### src/rtl/mem_arbiter_if.sv
// mem_arbiter_if: one requester's view of the shared memory bus.
interface mem_arbiter_if;
  logic        req;
  logic [29:0] addr;
  logic        re;
  logic [3:0]  we;
  logic [31:0] wdata;
  logic        gnt;
  logic        rvalid;
  logic [31:0] rdata;
  modport master (output req, addr, re, we, wdata, input gnt, rvalid, rdata);
  modport slave  (input req, addr, re, we, wdata, output gnt, rvalid, rdata);
endinterface

### src/rtl/mem_arbiter.sv
// mem_arbiter: shares one memory bus between two requesters with burst-limited grant hold.
// Define MEM_ARBITER_RR_EN for round-robin on simultaneous requests from idle; default is fixed P0 priority.
module mem_arbiter #(
  parameter int MAX_BURST = 8
) (
  input  logic         clk,
  input  logic         reset,
  mem_arbiter_if.slave m0,
  mem_arbiter_if.slave m1,
  output logic [29:0]  mem_addr,
  output logic         mem_re,
  output logic [3:0]   mem_we,
  output logic [31:0]  mem_wdata,
  input  logic [31:0]  mem_rdata
);
  typedef enum logic [1:0] {NONE, P0, P1} owner_t;
  owner_t     owner_q, owner_d, both_win;
  logic [7:0] cnt_q, cnt_d;
  logic       last_q, last_d, rp0_q, rp0_d, rp1_q, rp1_d;
  logic       acc0, acc1, at_limit;
  always_ff @(posedge clk or negedge reset)
    if (!reset) begin
      owner_q <= NONE;
      cnt_q   <= '0;
      last_q  <= 1'b1;
      rp0_q   <= 1'b0;
      rp1_q   <= 1'b0;
    end else begin
      owner_q <= owner_d;
      cnt_q   <= cnt_d;
      last_q  <= last_d;
      rp0_q   <= rp0_d;
      rp1_q   <= rp1_d;
    end
`ifdef MEM_ARBITER_RR_EN
  assign both_win = last_q ? P0 : P1;
`else
  assign both_win = P0;
`endif
  always_comb begin
    acc0      = owner_q == P0 && m0.req;
    acc1      = owner_q == P1 && m1.req;
    // >= so an owner that ran past the limit while the other port was idle still yields
    at_limit  = cnt_q >= 8'(MAX_BURST - 1);
    mem_addr  = acc0 ? m0.addr  : acc1 ? m1.addr  : '0;
    mem_re    = acc0 ? m0.re    : acc1 ? m1.re    : 1'b0;
    mem_we    = acc0 ? m0.we    : acc1 ? m1.we    : '0;
    mem_wdata = acc0 ? m0.wdata : acc1 ? m1.wdata : '0;
    rp0_d     = acc0 && m0.re;
    rp1_d     = acc1 && m1.re;
    owner_d   = owner_q;
    if (owner_q == NONE)
      owner_d = (m0.req && m1.req) ? both_win : m0.req ? P0 : m1.req ? P1 : NONE;
    else if (owner_q == P0)
      owner_d = !m0.req ? (m1.req ? P1 : NONE) : (at_limit && m1.req) ? P1 : P0;
    else if (owner_q == P1)
      owner_d = !m1.req ? (m0.req ? P0 : NONE) : (at_limit && m0.req) ? P0 : P1;
    cnt_d  = owner_d != owner_q ? '0 : ((acc0 || acc1) && cnt_q != 8'hFF) ? cnt_q + 8'd1 : cnt_q;
    last_d = (owner_q != NONE && owner_d != owner_q) ? owner_q == P1 : last_q;
  end
  assign m0.gnt    = owner_q == P0;
  assign m1.gnt    = owner_q == P1;
  assign m0.rvalid = rp0_q;
  assign m1.rvalid = rp1_q;
  assign m0.rdata  = mem_rdata;
  assign m1.rdata  = mem_rdata;
endmodule

### src/flat_wrapper.sv
// flat-port wrapper written by rule: the top's interface ports become plain ports
module mem_arbiter_flat 
#(
  parameter int MAX_BURST = 8
)
  (clk, reset, mem_addr, mem_re, mem_we, mem_wdata, mem_rdata, m0_req, m0_addr, m0_re, m0_we, m0_wdata, m0_gnt, m0_rvalid, m0_rdata, m1_req, m1_addr, m1_re, m1_we, m1_wdata, m1_gnt, m1_rvalid, m1_rdata);
  mem_arbiter_if m0_i ();
  mem_arbiter_if m1_i ();
  input  logic clk;
  input  logic reset;
  output logic [29:0] mem_addr;
  output logic mem_re;
  output logic [3:0] mem_we;
  output logic [31:0] mem_wdata;
  input  logic [31:0] mem_rdata;
  input wire logic [$bits(m0_i.req)-1:0] m0_req;
  input wire logic [$bits(m0_i.addr)-1:0] m0_addr;
  input wire logic [$bits(m0_i.re)-1:0] m0_re;
  input wire logic [$bits(m0_i.we)-1:0] m0_we;
  input wire logic [$bits(m0_i.wdata)-1:0] m0_wdata;
  output wire logic [$bits(m0_i.gnt)-1:0] m0_gnt;
  output wire logic [$bits(m0_i.rvalid)-1:0] m0_rvalid;
  output wire logic [$bits(m0_i.rdata)-1:0] m0_rdata;
  input wire logic [$bits(m1_i.req)-1:0] m1_req;
  input wire logic [$bits(m1_i.addr)-1:0] m1_addr;
  input wire logic [$bits(m1_i.re)-1:0] m1_re;
  input wire logic [$bits(m1_i.we)-1:0] m1_we;
  input wire logic [$bits(m1_i.wdata)-1:0] m1_wdata;
  output wire logic [$bits(m1_i.gnt)-1:0] m1_gnt;
  output wire logic [$bits(m1_i.rvalid)-1:0] m1_rvalid;
  output wire logic [$bits(m1_i.rdata)-1:0] m1_rdata;
  assign m0_i.req = m0_req;
  assign m0_i.addr = m0_addr;
  assign m0_i.re = m0_re;
  assign m0_i.we = m0_we;
  assign m0_i.wdata = m0_wdata;
  assign m0_gnt = m0_i.gnt;
  assign m0_rvalid = m0_i.rvalid;
  assign m0_rdata = m0_i.rdata;
  assign m1_i.req = m1_req;
  assign m1_i.addr = m1_addr;
  assign m1_i.re = m1_re;
  assign m1_i.we = m1_we;
  assign m1_i.wdata = m1_wdata;
  assign m1_gnt = m1_i.gnt;
  assign m1_rvalid = m1_i.rvalid;
  assign m1_rdata = m1_i.rdata;
  mem_arbiter #(.MAX_BURST(MAX_BURST)) u_core (.clk(clk), .reset(reset), .m0(m0_i), .m1(m1_i), .mem_addr(mem_addr), .mem_re(mem_re), .mem_we(mem_we), .mem_wdata(mem_wdata), .mem_rdata(mem_rdata));
endmodule
### config.mk
export PLATFORM = sky130hd
export DESIGN_NAME = mem_arbiter_flat
export DESIGN_NICKNAME = d
export VERILOG_FILES = /design/src/rtl/mem_arbiter_if.sv /design/src/rtl/mem_arbiter.sv /design/src/flat_wrapper.sv
export SDC_FILE = /design/constraint.sdc
export NUM_CORES = 1
export LEC_CHECK = 0
export BUFFER_PORTS_ARGS = -buffer_cell sky130_fd_sc_hd__buf_2
export CORE_AREA = 5 5 116 118
export CTS_CLUSTER_DIAMETER = 60
export DETAILED_ROUTE_END_ITERATION = 8
export DIE_AREA = 0 0 121 123
export PLACE_DENSITY = 0.55
export SLEW_MARGIN = 25
export SYNTH_ARGS = -nofsm -noshare
export SYNTH_HDL_FRONTEND = slang
export SYNTH_SLANG_ARGS = --single-unit
### constraint.sdc
create_clock -name clk -period 1.9 [get_ports clk]
set_clock_uncertainty 0.15 [all_clocks]
set_input_delay 0.38 -clock clk [delete_from_list [all_inputs] [get_ports clk]]
set_output_delay 0.38 -clock clk [all_outputs]
set_load 0.02 [all_outputs]
* Word-level counts from Yosys, hierarchy flattened
Index checks and enable logic that the tools add are counted.
** Operators by class
- Reductions and logical operators :: 11
- Magnitude comparators :: 1
- Muxes and demuxes :: 21
- Equality and inequality tests :: 4
- $add $sub $neg :: 1
** Operators by type and width (number)
- two-way mux 32 bit :: 2
- two-way mux 30 bit :: 2
- two-way mux 2 bit :: 10
- two-way mux 8 bit :: 2
- adder 8 x 1 -> 8 bit (second input constant) :: 1
- >= comparator 8 x 3 -> 1 bit (second input constant) :: 1
- logical AND 1 bit :: 8
- two-way mux 4 bit :: 2
- != test 8 bit (second input constant) :: 1
- two-way mux 1 bit :: 3
- == test 2 x 1 -> 1 bit (second input constant) :: 1
- == test 2 bit (second input constant) :: 1
- zero test 2 bit :: 1
- != test 2 bit :: 1
- nonzero test 2 bit :: 1
- logical OR 1 bit :: 1
** Word-level totals
- Output and inout port bits :: 135
- Word-level logic and storage cells :: 42
- Register bits after elaboration :: 12

* Depth between registers and ports, before layout
- Word-level depth :: 9
- Mapped depth :: 7

* Worst setup path after synthesis
Ideal clock, no wire load.
- Kind :: register to output
- From :: register u_core.owner_q[0]
- To :: output mem_addr[0]
- Setup slack :: -0.035 ns
- Data arrival time :: 1.405 ns
- Cell stages (with the launch flop) :: 7
- Required time :: 1.370 ns
- Cells stage by stage :: dfrtp_1 > buf_6 > and3b_1 > buf_2 > buf_2 > buf_2 > a22o_1
** On the way
- Word-level cells in the longest chain between the ends :: 4
- Elaborated cells on any way between the ends :: 6
- Those cells by class :: 2 x eq/ne; 2 x mux; 2 x reduce/logical
** Ends and longest elaborated chain
- start: declaration :: RTL line mem_arbiter.sv:17 : owner_t owner_q, owner_d, both_win;
- start signal: assignment :: RTL line mem_arbiter.sv:29 : owner_q <= owner_d;
- == test 2 bit :: RTL line mem_arbiter.sv:42 : acc1 = owner_q == P1 && m1.req;
- logical AND 1 bit :: RTL line mem_arbiter.sv:42
- two-way mux 30 bit :: RTL line mem_arbiter.sv:45 : mem_addr = acc0 ? m0.addr : acc1 ? m1.addr : '0;
- two-way mux 30 bit * :: RTL line mem_arbiter.sv:45
- end: declaration :: RTL line flat_wrapper.sv:11 : output logic [29:0] mem_addr;
Every way passes the cells marked *; elsewhere a longest branch is shown, timed or not.

* Worst setup path in the final report
- From :: register u_core.owner_q[1]
- To :: output mem_addr[10]
The elaborated chain is that of the path after synthesis.

==> impl_metrics.py <==
metrics = {
    "drt": {
        "routed_via_density": 4.46,
        "vias": 2463,
        "firstDrtPassIters": 4,
        "drc": 0,
        "antenna_left": 0,
        "drtIter0Drc": 140,
        "routedWlPerCell_um": 19.6,
        "routed_wirelength_um": 10800,
    },
    "placed_design": {
        "place_ws_ns": -0.0433,
        "port_buffers": 208,
        "place_area_um2": 2980,
        "globalplace.congestion": 0.722,
        "dpl.hpwl_um": 7140,
        "dp_cells": 526,
    },
    "critical_path": {
        "crit_type": "reg2out",
        "critPathBufInv": 4,
        "r2r_setup_slack_ns": -0.14,
        "crit_path_max_fanout": 8,
        "crit_path_frequent_cell": "buf_6",
        "required_ns": 1.37,
        "arrival_ns": 1.62,
        "critical-path-max-stage-delay_ns": 0.39,
        "cpMaxStageDelayCell": "dfrtp_1",
        "crit_path_start_kind": "register",
        "crit_path_end_kind": "output port",
        "worstPathCellList": "buf_6, and3b_4, buf_12, clkbuf_16, a22o_4, buf_6",
        "cp_top_family": "buffers and inverters",
    },
    "timing": {
        "hold_violations": 0,
        "period_needed_ns": 2.15,
        "maxSlewHeadroom": 0.660,
        "worst_pin_slew_ns": 0.509,
        "fin_crit_sh": 1.13,
        "worst_slack_ns": -0.253,
        "fmax_ghz": 0.465,
        "rsz0062_at_grt": "yes",
        "finalSetupViolations": 72,
        "finalSetupTns_ns": -15.21,
        "slew_viol_final": 0,
    },
    "synthesis": {
        "seq_area_frac_synth": 0.165,
        "yosys_warnings": 0,
        "synth_top_area_cell": "a22o_1",
        "ys_async_sr_fraction": 1.00,
        "synth_edf_count": 0,
        "synth_area_um2": 1820,
        "synth.net_count": 388,
        "ys_seq_elements": 12,
        "syn_avg_cell_area_um2": 8.37,
        "synth_cells": 217,
        "synth_ff_type": "dfrtp_1",
        "yosysTopAreaCellShare": 0.318,
        "yosysUniqueCellTypes": 31,
        "ys_top_cells_by_area": "a22o_1 (32%), buf_4 (27%), dfrtp_1 (17%)",
    },
    "die": {
        "chipWidth_um": 121,
        "core_um2": 12400,
        "die_area_um2": 14900,
        "rows": 41,
        "dieHeight_um": 123,
        "start_util": 0.147,
        "num_io_pins": 305,
    },
    "global_route": {
        "grt_start_max_net_pins": 26,
        "gr-usage-all-layers": 0.112,
        "grt_pass1_vias": 2372,
        "grt_overflow": 0,
        "antenna_found_initial": 1,
        "grt_pass1_wl_um": 13200,
    },
    "layout": {
        "final_area_um2": 3970,
        "num-fill-cells": 1235,
        "drive_gt1_frac": 0.797,
        "antenna_cells": 0,
        "final_nets": 552,
        "final_cell_mix": "buf_2 (141), buf_6 (74), a22o_4 (43)",
        "area.growth.synth_to_final_pct": 118,
        "layoutNonFillerInstCount": 552,
        "final_common_cell": "buf_2",
    },
    "clock_tree": {
        "worstSkewPairLatency_ns": 0.25,
        "cts.sinks": 12,
        "numCtsBuffers": 3,
        "cts-root-buf": "clkbuf_16",
        "cts_tree": "yes",
        "clock_path_buffers": 2,
        "htreeDepth": 1,
        "cts.clk_slew.worst_paths_ns": 0.05,
    },
    "pwr": {
        "leakagePower_uw": 0.00202,
        "p_total_uw": 2740,
        "powerDensity_nw_per_um2": 691,
        "vdd_drop_max_mv": 0.269,
    },
    "job": {
        "max-cap-violations": 0,
    },
    "status": {
        "status": "finished, violations left",
        "violations": "setup timing",
    },
    "hold_path": {
        "min_path_type": "in2reg",
    },
}
## final timing paths
path | startpoint | end | cells after the start
worst max-delay path | u_core.owner_q[1]$_DFF_PN0_ | mem_addr[10] | 6
worst min-delay path | m0_re | u_core.m0.rvalid$_DFF_PN0_ | 2
worst max register to register | u_core.owner_q[1]$_DFF_PN0_ | u_core.cnt_q[7]$_DFFE_PN0P_ | 6
worst min register to register | u_core.cnt_q[0]$_DFFE_PN0P_ | u_core.cnt_q[0]$_DFFE_PN0P_ | 2
max in group asynchronous | reset | u_core.cnt_q[2]$_DFFE_PN0P_ | 2
min in group asynchronous | reset | u_core.owner_q[1]$_DFF_PN0_ | 2
## metrics by stage
| step | hold WS [ns] | utilization |
|---|---|---|
| 2_1_floorplan | -0.0656 | - |
| 3_3_place_gp | 0.136 | 0.241 |
| 3_5_place_dp | 0.128 | 0.241 |
| 4_1_cts | 0.212 | 0.294 |
| 5_1_grt | 0.221 | 0.321 |
| 6_report | 0.227 | 0.321 |
## routing by layer
metal | global-route usage | part of all wire | wire, µm
met5 | 0 | 0.0018 | 19
met4 | 0.0460 | 0.027 | 293
met3 | 0.0371 | 0.11 | 1140
met2 | 0.192 | 0.50 | 5440
met1 | 0.130 | 0.36 | 3910
## synthesized netlist by cell type (all sizes together), types with 2 or more instances
cell / instances
a21oi: 6
nand3: 6
inv: 3
dfrtp: 12
a2bb2oi: 2
a31oi: 2
clkbuf: 4
a22o: 66
o21ai: 6
buf: 78
and3b: 2
and2: 2
o31ai: 3
or3: 3
nand2: 3
or4: 4
nor2: 4
## layout make-up
cell class,count,area [µm²],area share
multi-input cells,122,1390,0.350
repair buffers,239,1960,0.495
flip-flops and latches,12,300,0.0757
clock buffers,4,88.8,0.0224
well taps,172,215,0.0542
inverters,3,11.3,0.00284
## worst reg2reg max path: stages (launching register included)
cell	delay, ns
dfrtp_1	0.39
and3b_4	0.41
buf_12	0.13
clkbuf_16	0.16
o22ai_4	0.10
or4_4	0.50
a21oi_2	0.13
## report_power, final
part	internal [µW]	switching, µW
clock	320	131
combinational	1080	907
sequential	284	24.9
total	1680	1060
## cell families (layout without fill, tap and decap cells)
group / count (synthesis) / in the layout / synth area share
and+or+nand+nor: 29 / 30 / 0.0916
DFF: 12 / 12 / 0.165
muxes: 1 / 1 / 0.00551
adders and majority gates: 1 / 1 / 0.00689
xor gates and xnor gates: 1 / 1 / 0.00482
buffers and inverters: 85 / 246 / 0.326
AOI/OAI and AO/OA: 88 / 89 / 0.400
## registers in the layout, indices dropped and copies added (netlist names)
| name | flops |
|---|---|
| u_core.owner_q | 2 |
| u_core.cnt_q | 8 |
| u_core.m0.rvalid | 1 |
| u_core.m1.rvalid | 1 |
## what timing repair did
item | in CTS | in global routing
pin swaps | 5 | 11
setup buffers | 2 | 8
hold buffers | 1 | 0
gates cloned | 3 | 11
setup endpoints to repair | 69 | 75
endpoints found under the hold margin | 12 | 0
resized for setup | 135 | 32
Power figures use the tool's default switching activity.
